`config.mk`:
```
export PLATFORM = sky130hd
export DESIGN_NAME = regfile_sweep
export DESIGN_NICKNAME = d
export VERILOG_FILES = /design/src/rtl/regfile_sweep.sv
export SDC_FILE = /design/constraint.sdc
export NUM_CORES = 1
export LEC_CHECK = 0
export ABC_AREA = 0
export CORE_MARGIN = 3
export CORE_UTILIZATION = 58
export CTS_CLUSTER_DIAMETER = 40
export CTS_CLUSTER_SIZE = 20
export DETAILED_ROUTE_END_ITERATION = 12
export GPL_ROUTABILITY_DRIVEN = 0
export GPL_TIMING_DRIVEN = 0
export PLACE_DENSITY = 0.91
export SETUP_SLACK_MARGIN = 0.3
export SLEW_MARGIN = 40
export SYNTH_ARGS = -nofsm -noshare
export SYNTH_HDL_FRONTEND = slang
export SYNTH_SLANG_ARGS = --single-unit
```
`constraint.sdc`:
```
create_clock -name clock -period 2.5 [get_ports clock]
set_input_delay 0.5 -clock clock [delete_from_list [all_inputs] [get_ports clock]]
set_output_delay 0.5 -clock clock [all_outputs]
set_load 0.01 [all_outputs]
```
`src/rtl/regfile_sweep.sv`:
```
// rtl/regfile_sweep.sv - two-read/one-write register file with a multi-cycle clear sweep
//
// Purpose:
//   NUM_REGS x DATA_BUS_WIDTH register file. Reads are combinational and can
//   forward same-cycle write data. A clear request starts a sweep that zeroes
//   one register per cycle. Writes are refused while the sweep runs.
//
// Ports:
//   clock      - rising-edge clock
//   reset      - asynchronous active-high reset (clears registers, aborts sweep)
//   wr_en      - write request
//   wr_sel     - write register index
//   wr_data    - write data
//   rd1_sel    - read port 1 index
//   rd2_sel    - read port 2 index
//   rd1_data   - read port 1 data (combinational)
//   rd2_data   - read port 2 data (combinational)
//   clear_req  - start a clear sweep (ignored while sweeping)
//   wr_ready   - high when a write can be accepted this cycle
//   busy       - high while the clear sweep is in progress
//   clear_done - one-cycle pulse after the final register is cleared

module regfile_sweep #(
  parameter int DATA_BUS_WIDTH = 8,
  parameter int NUM_REGS       = 8,
  parameter bit ZERO_REG0      = 1'b0,
  parameter bit BYPASS         = 1'b1,
  localparam int SEL_W         = ($clog2(NUM_REGS) > 1) ? $clog2(NUM_REGS) : 1
) (
  input  logic                      clock,
  input  logic                      reset,
  input  logic                      wr_en,
  input  logic [SEL_W-1:0]          wr_sel,
  input  logic [DATA_BUS_WIDTH-1:0] wr_data,
  input  logic [SEL_W-1:0]          rd1_sel,
  input  logic [SEL_W-1:0]          rd2_sel,
  output logic [DATA_BUS_WIDTH-1:0] rd1_data,
  output logic [DATA_BUS_WIDTH-1:0] rd2_data,
  input  logic                      clear_req,
  output logic                      wr_ready,
  output logic                      busy,
  output logic                      clear_done
);

  typedef enum logic {IDLE, SWEEP} state_t;

  localparam logic [SEL_W-1:0] LAST_IDX = SEL_W'(NUM_REGS - 1);

  state_t                    state_q, state_d;
  logic [SEL_W-1:0]          cnt_q, cnt_d;
  logic                      clear_done_q, clear_done_d;
  logic [DATA_BUS_WIDTH-1:0] regs_q [NUM_REGS];
  logic [DATA_BUS_WIDTH-1:0] regs_d [NUM_REGS];

  logic wr_in_range;
  logic wr_qual;

  assign busy       = (state_q == SWEEP);
  assign wr_ready   = ~busy;
  assign clear_done = clear_done_q;

  // A write counts only when it will really land in storage; the same
  // qualifier gates bypass so a dropped write is never forwarded.
  always_comb begin
    wr_in_range = 1'b0;
    for (int i = 0; i < NUM_REGS; i++) begin
      if (wr_sel == SEL_W'(i)) wr_in_range = 1'b1;
    end
    wr_qual = wr_en && wr_ready && wr_in_range && !(ZERO_REG0 && (wr_sel == '0));
  end

  // Index matching by loop keeps out-of-range selects (non power-of-two
  // NUM_REGS) from ever addressing the array; they fall through to 0.
  always_comb begin
    rd1_data = '0;
    rd2_data = '0;
    for (int i = 0; i < NUM_REGS; i++) begin
      if (rd1_sel == SEL_W'(i)) rd1_data = regs_q[i];
      if (rd2_sel == SEL_W'(i)) rd2_data = regs_q[i];
    end
    if (BYPASS && wr_qual) begin
      if (rd1_sel == wr_sel) rd1_data = wr_data;
      if (rd2_sel == wr_sel) rd2_data = wr_data;
    end
    if (ZERO_REG0 && (rd1_sel == '0)) rd1_data = '0;
    if (ZERO_REG0 && (rd2_sel == '0)) rd2_data = '0;
  end

  always_comb begin
    regs_d       = regs_q;
    state_d      = state_q;
    cnt_d        = cnt_q;
    clear_done_d = 1'b0;
    case (state_q)
      IDLE: begin
        for (int i = 0; i < NUM_REGS; i++) begin
          if (wr_qual && (wr_sel == SEL_W'(i))) regs_d[i] = wr_data;
        end
        // The write of the request cycle commits before the sweep starts.
        if (clear_req) begin
          state_d = SWEEP;
          cnt_d   = '0;
        end
      end
      SWEEP: begin
        for (int i = 0; i < NUM_REGS; i++) begin
          if (cnt_q == SEL_W'(i)) regs_d[i] = '0;
        end
        if (cnt_q == LAST_IDX) begin
          state_d      = IDLE;
          cnt_d        = '0;
          clear_done_d = 1'b1;
        end else begin
          cnt_d = cnt_q + SEL_W'(1);
        end
      end
      default: begin
        state_d = IDLE;
        cnt_d   = '0;
      end
    endcase
  end

  always_ff @(posedge clock or posedge reset) begin
    if (reset) begin
      state_q      <= IDLE;
      cnt_q        <= '0;
      clear_done_q <= 1'b0;
      for (int i = 0; i < NUM_REGS; i++) regs_q[i] <= '0;
    end else begin
      state_q      <= state_d;
      cnt_q        <= cnt_d;
      clear_done_q <= clear_done_d;
      regs_q       <= regs_d;
    end
  end

endmodule

```
-- Yosys cells after proc, flatten, opt, wreduce, memory -nomap -nowiden
Index checks and enable logic that the tools add are counted.
- muxes and demuxes: 53
- reductions and logical operators: 22
- $add $sub $neg: 1
- bitwise operators: 1
- eq/ne operators: 47
- operators with widths (operator ; number):
    $mux W8 ; 36
    $pmux W64 S2 ; 1
    $eq A3 B3 Y1 const B ; 16
    $ne A2 B1 Y1 const B ; 16
    $eq A3 B2 Y1 const B ; 8
    $reduce_and A2 Y1 ; 8
    $eq A3 B1 Y1 const B ; 4
    $logic_not A3 Y1 ; 4
    $mux W1 ; 12
    $logic_and A1 B1 Y1 ; 10
    $eq A3 B3 Y1 ; 2
    $mux W3 ; 2
    $pmux W3 S2 ; 1
    $add A3 B1 Y3 const B ; 1
    $ne A2 B2 Y1 const B ; 1
    $pmux W1 S2 ; 1
    $not A1 Y1 ; 1
- register bits after elaboration: 69
- bits of input ports: 21
- word-level logic and storage cells: 135
- output and inout port bits: 19

-- Depth between registers and ports, before layout
- depth after elaboration: 13
- depth in mapped cells: 6
- mapped depth without buffers: 5

-- Worst setup path before layout
Ideal clock, no wire load.
- path type: input -> output
- from: input rd2_sel[1]
- to: output rd2_data[4]
- stages: 5
- buffers on the path: 2
- arrival time: 1.667 ns
- setup slack: 0.333 ns
- data required time: 2.000 ns
- path through: buf_2 > buf_4 > mux4_2 > mux2i_1 > a21oi_1
- word-level cells in the longest chain between the ends: 11
- elaborated cells on any way between the ends: 19
- those cells by class: eq/ne (8); mux (10); reduce/logical (1)
- ends and longest elaborated chain (element ; line ; source):
    start, declared ; 36 ; input logic [SEL_W-1:0] rd2_sel,
    $logic_not A3 Y1 ; 79 ; if (rd2_sel == SEL_W'(i)) rd2_data = regs_q[i];
    $mux W8 (8 in a row) ; 79 ;
    $mux W8 ; 83 ; if (rd2_sel == wr_sel) rd2_data = wr_data;
    $mux W8 * ; 81 ; if (BYPASS && wr_qual) begin
    end, declared ; 38 ; output logic [DATA_BUS_WIDTH-1:0] rd2_data,
Every way passes the cells marked *; elsewhere a longest branch is shown, timed or not.

-- Final worst setup path
- from: register state_q, in the netlist busy
- to: output rd2_data[4]
- word-level cells in the longest chain between the ends: 4
- ends and longest elaborated chain (element ; line ; source):
    start, declared ; 49 ; state_t state_q, state_d;
    start signal, assigned ; 131 ; state_q <= state_d;
    $not A1 Y1 ; n/a ;
    $logic_and A1 B1 Y1 (2 in a row) ; 69 ; wr_qual = wr_en && wr_ready && wr_in_range && !(ZERO_REG0 && (wr_sel == '0));
    $mux W8 ; 81 ;
No other way between the ends.

==> parameters.txt <==
Parameter                              Value

CTS
  Maximum level of the CTS H-tree    3
  Clock buffers created by TritonCTS    9
  Clk Tree Root Cell    clkbuf_8
  Source-to-sink clock delay at the later pin of the worst-skew pair    0.36 ns
  CTS tree    built
  CTS clk-pin slew, worst paths    0.07 ns
  Number of clock sinks seen by CTS    69
  Buffers from clock root to sink, at most    2

Yosys
  Sequential fraction of the synthesis area    42.2%
  Library cell occupying the most area in the post-synthesis netlist    dfrtp_1
  Post-synthesis async set-or-reset flop share    100%
  Ys flop type    dfrtp_1
  Area contributors post-synth    dfrtp_1 (42%), mux4_2 (15%), mux2_2 (13%)
  Post-synth EDFFs    0
  Total nets after synthesis    363
  Syn Inst Count    336
  Most common library cells after synthesis    dfrtp_1 (69), mux2_2 (47), mux4_2 (28)
  Synth warn    0
  Most repeated cell in the gate-level netlist after synthesis    dfrtp_1
  Post-synthesis cell area    4100 um^2
  Number of distinct library cells after synthesis    31
  Flops & latches, synth    69
  Mean instance size in the synthesized netlist    12.2 um^2
  Fraction of post-synthesis cell area in the top cell type by area    42.2%

GRT
  Number of antenna violations at the first check in global routing    0
  Overall fraction of global-route tracks in use    29.8%
  Number of global-route vias before repair    3,360
  Wire length of the first global-routing pass    18,200 um
  Maximum number of pins on one net before global-route repair    26
  GRT overflow    0

Floorplan
  Chip width    90.0 um
  Die Height    90.0 um
  Initial standard-cell utilization of the core    60.0%
  Die Footprint    8110 um^2
  Core region area    6830 um^2
  Row cnt    30
  Ports placed on the boundary    40

Layout
  Area Overhead vs Synth    22.0%
  Ant. Diodes    0
  Fraction of layout cells with a size suffix above 1    42.4%
  Final net count    418

Flow run
  Number of max-capacitance violations reported    0

Placed design
  Port Buf Inserts    31
  Post-placement worst setup slack    -0.877 ns
  HPWL reported at the end of detailed placement    7240 um

Critical path
  Worst path most repeated cell    buf_6
  Critical path startpoint category    register
  Data required time of the critical path    2.00 ns
  Slowest stage delay, CP    0.41 ns
  Critical Path Sink Type    output pin
  Crit-path leading delay family    buffers and inverters
  Critical path class    register to output pin
  Crit path buffers/inverters    4
  Crit path arrival time    1.93 ns
  Max FO, Critical Path    6
  Cell with the largest stage delay on the worst path    dfrtp_1
  Cells traversed along the worst timing path    buf_6 > nor2b_4 > buf_6 > nand4_1 > buf_6 > nor2_4 > a21oi_2 > buf_2

Hold path
  Type of the tightest min-delay check    input port to asynchronous set/reset pin

STA
  Number of endpoints failing setup at the final stage    0
  Slew margin rel.    45.3%
  Hold WS    0.498 ns
  Final-report max-slew violation count    0
  Fin crit share    97.1%
  Layout Skew    0.0137 ns
  Endpoints failing hold    0
  Final min period    2.43 ns
  Fmax    0.412 GHz
  Setup ws final    0.0726 ns
  Slew of the pin with the lowest slew margin    0.820 ns
  Setup repair after global routing missed its margin    true

Routing
  Count of antenna-violating nets left after detailed routing    0
  Detailed Route Iter0 Violations    485
  TritonRoute pass-1 iters    5
  Routed wire length    11,800 um
  Detailed-route DRC error count    0
  DR vias    3,304
  Detailed-route wire length per cell    24.1 um
  Via-per-instance ratio    6.72

Power
  Power per cell area    958 nW/um^2
  Peak VDD IR    0.521 mV
  Pleak    2.25 nW

Status
  Result of the run    complete, no violations
[what timing repair did]
action | 4_1_cts | 5_1_grt
hold buffers | 0 | 0
gates resized for setup | 116 | 18
cloned | 2 | 0
setup endpoints to repair | 16 | 17
buffers inserted | 7 | 1
pin swaps | 5 | 2
[metrics by stage]
stage | cells | TNS, ns | cell area (um^2) | utilization [%] | total power [mW]
3_5_place_dp | 466 | -11.39 | 4610 | 67.5 | 3.86
5_1_grt | 492 | 0 | 5000 | 73.2 | 5.02
6_report | 492 | 0 | 5000 | 73.2 | 4.79
2_1_floorplan | 336 | 0 | 4100 | - | 3.13
3_3_place_gp | 463 | -11.16 | 4530 | 66.3 | 3.72
4_1_cts | 491 | 0 | 4930 | 72.2 | 4.68
[logic make-up after synthesis]
kind of cell	after synthesis	share of synthesized area, %
AO/OA/AOI/OAI	53	8.95
XOR/XNOR	6	1.28
buffers and inverters	39	4.49
multiplexers	93	32.7
adder cells (fa/ha/maj)	6	1.83
AND/OR/NAND/NOR	70	8.55
flip-flops	69	42.2
[routing by layer]
| layer | share of wire (%) | track usage, % | vias to the layer above | wire length (um) |
|---|---|---|---|---|
| li1 | - | - | 1353 | - |
| met3 | 9.3 | 7.20 | 65 | 1110 |
| met5 | 0 | 0 | - | 0 |
| met2 | 49 | 48.0 | 244 | 5820 |
| met4 | 5.5 | 17.5 | 0 | 648 |
| met1 | 36 | 36.6 | 1642 | 4270 |
[sequential cells by signal, indices dropped and copies added, names as in the netlist]
register,flops
clear_done,1
cnt_q,3
busy,1
regs_q,64
[worst reg2reg max path, stage by stage, from the launching register on]
cell and delay, ns:
dfrtp_1 0.41, buf_6 0.13, nor2b_4 0.12, buf_6 0.11
buf_4 0.12, nand2_4 0.08, o31ai_4 0.62, mux2_2 0.41
[placed cells by master, fill, tap and decap left out, types with 3 or more instances in the layout]
master	n
nand2_1	20
mux2_2	47
buf_2	24
buf_6	12
clkbuf_1	6
dfrtp_1	69
nor2_1	4
a21oi_1	12
nor2b_1	15
o21ai_0	16
inv_1	16
mux2i_1	17
clkbuf_2	3
clkbuf_8	11
buf_16	3
clkdlybuf4s50_1	12
a21oi_2	6
nand3_1	11
xnor2_1	6
nand4_1	3
ha_1	6
a2bb2oi_1	4
o31ai_4	3
mux4_2	28
buf_4	6
nor2_4	11
[final timing paths]
check / start / end / slack [ns] / depth (start not counted)
min in group clock: regs_q[28] / regs_q[28] / 0.52 / 1
max in group asynchronous: reset / regs_q[35] / 1.39 / 4
setup reg to reg: busy / regs_q[23] / 0.36 / 7
hold reg to reg: regs_q[28] / regs_q[28] / 0.52 / 1
setup / recovery: busy / rd2_data[4] / 0.07 / 8
hold / removal: reset / cnt_q[2] / 0.50 / 2
[where the power goes]
group	total [mW]	leakage (nW)	internal [mW]	switching [mW]
Combinational	2.13	1.23	1.07	1.05
Clock	0.831	0.0877	0.415	0.416
Sequential	1.83	0.936	1.51	0.322
Total	4.79	2.25	3.00	1.79
[cell type report]
type	instances	area, um^2
timing repair buffer	44	407
sequential	69	1730
multi-input combinational	228	2330
tap	96	120
clock buffer	15	166
inverter	17	67.6
fill	438	1830
clock inverter	1	5.00
buffer	22	180
Note: power is estimated with default switching activity, not from simulation.
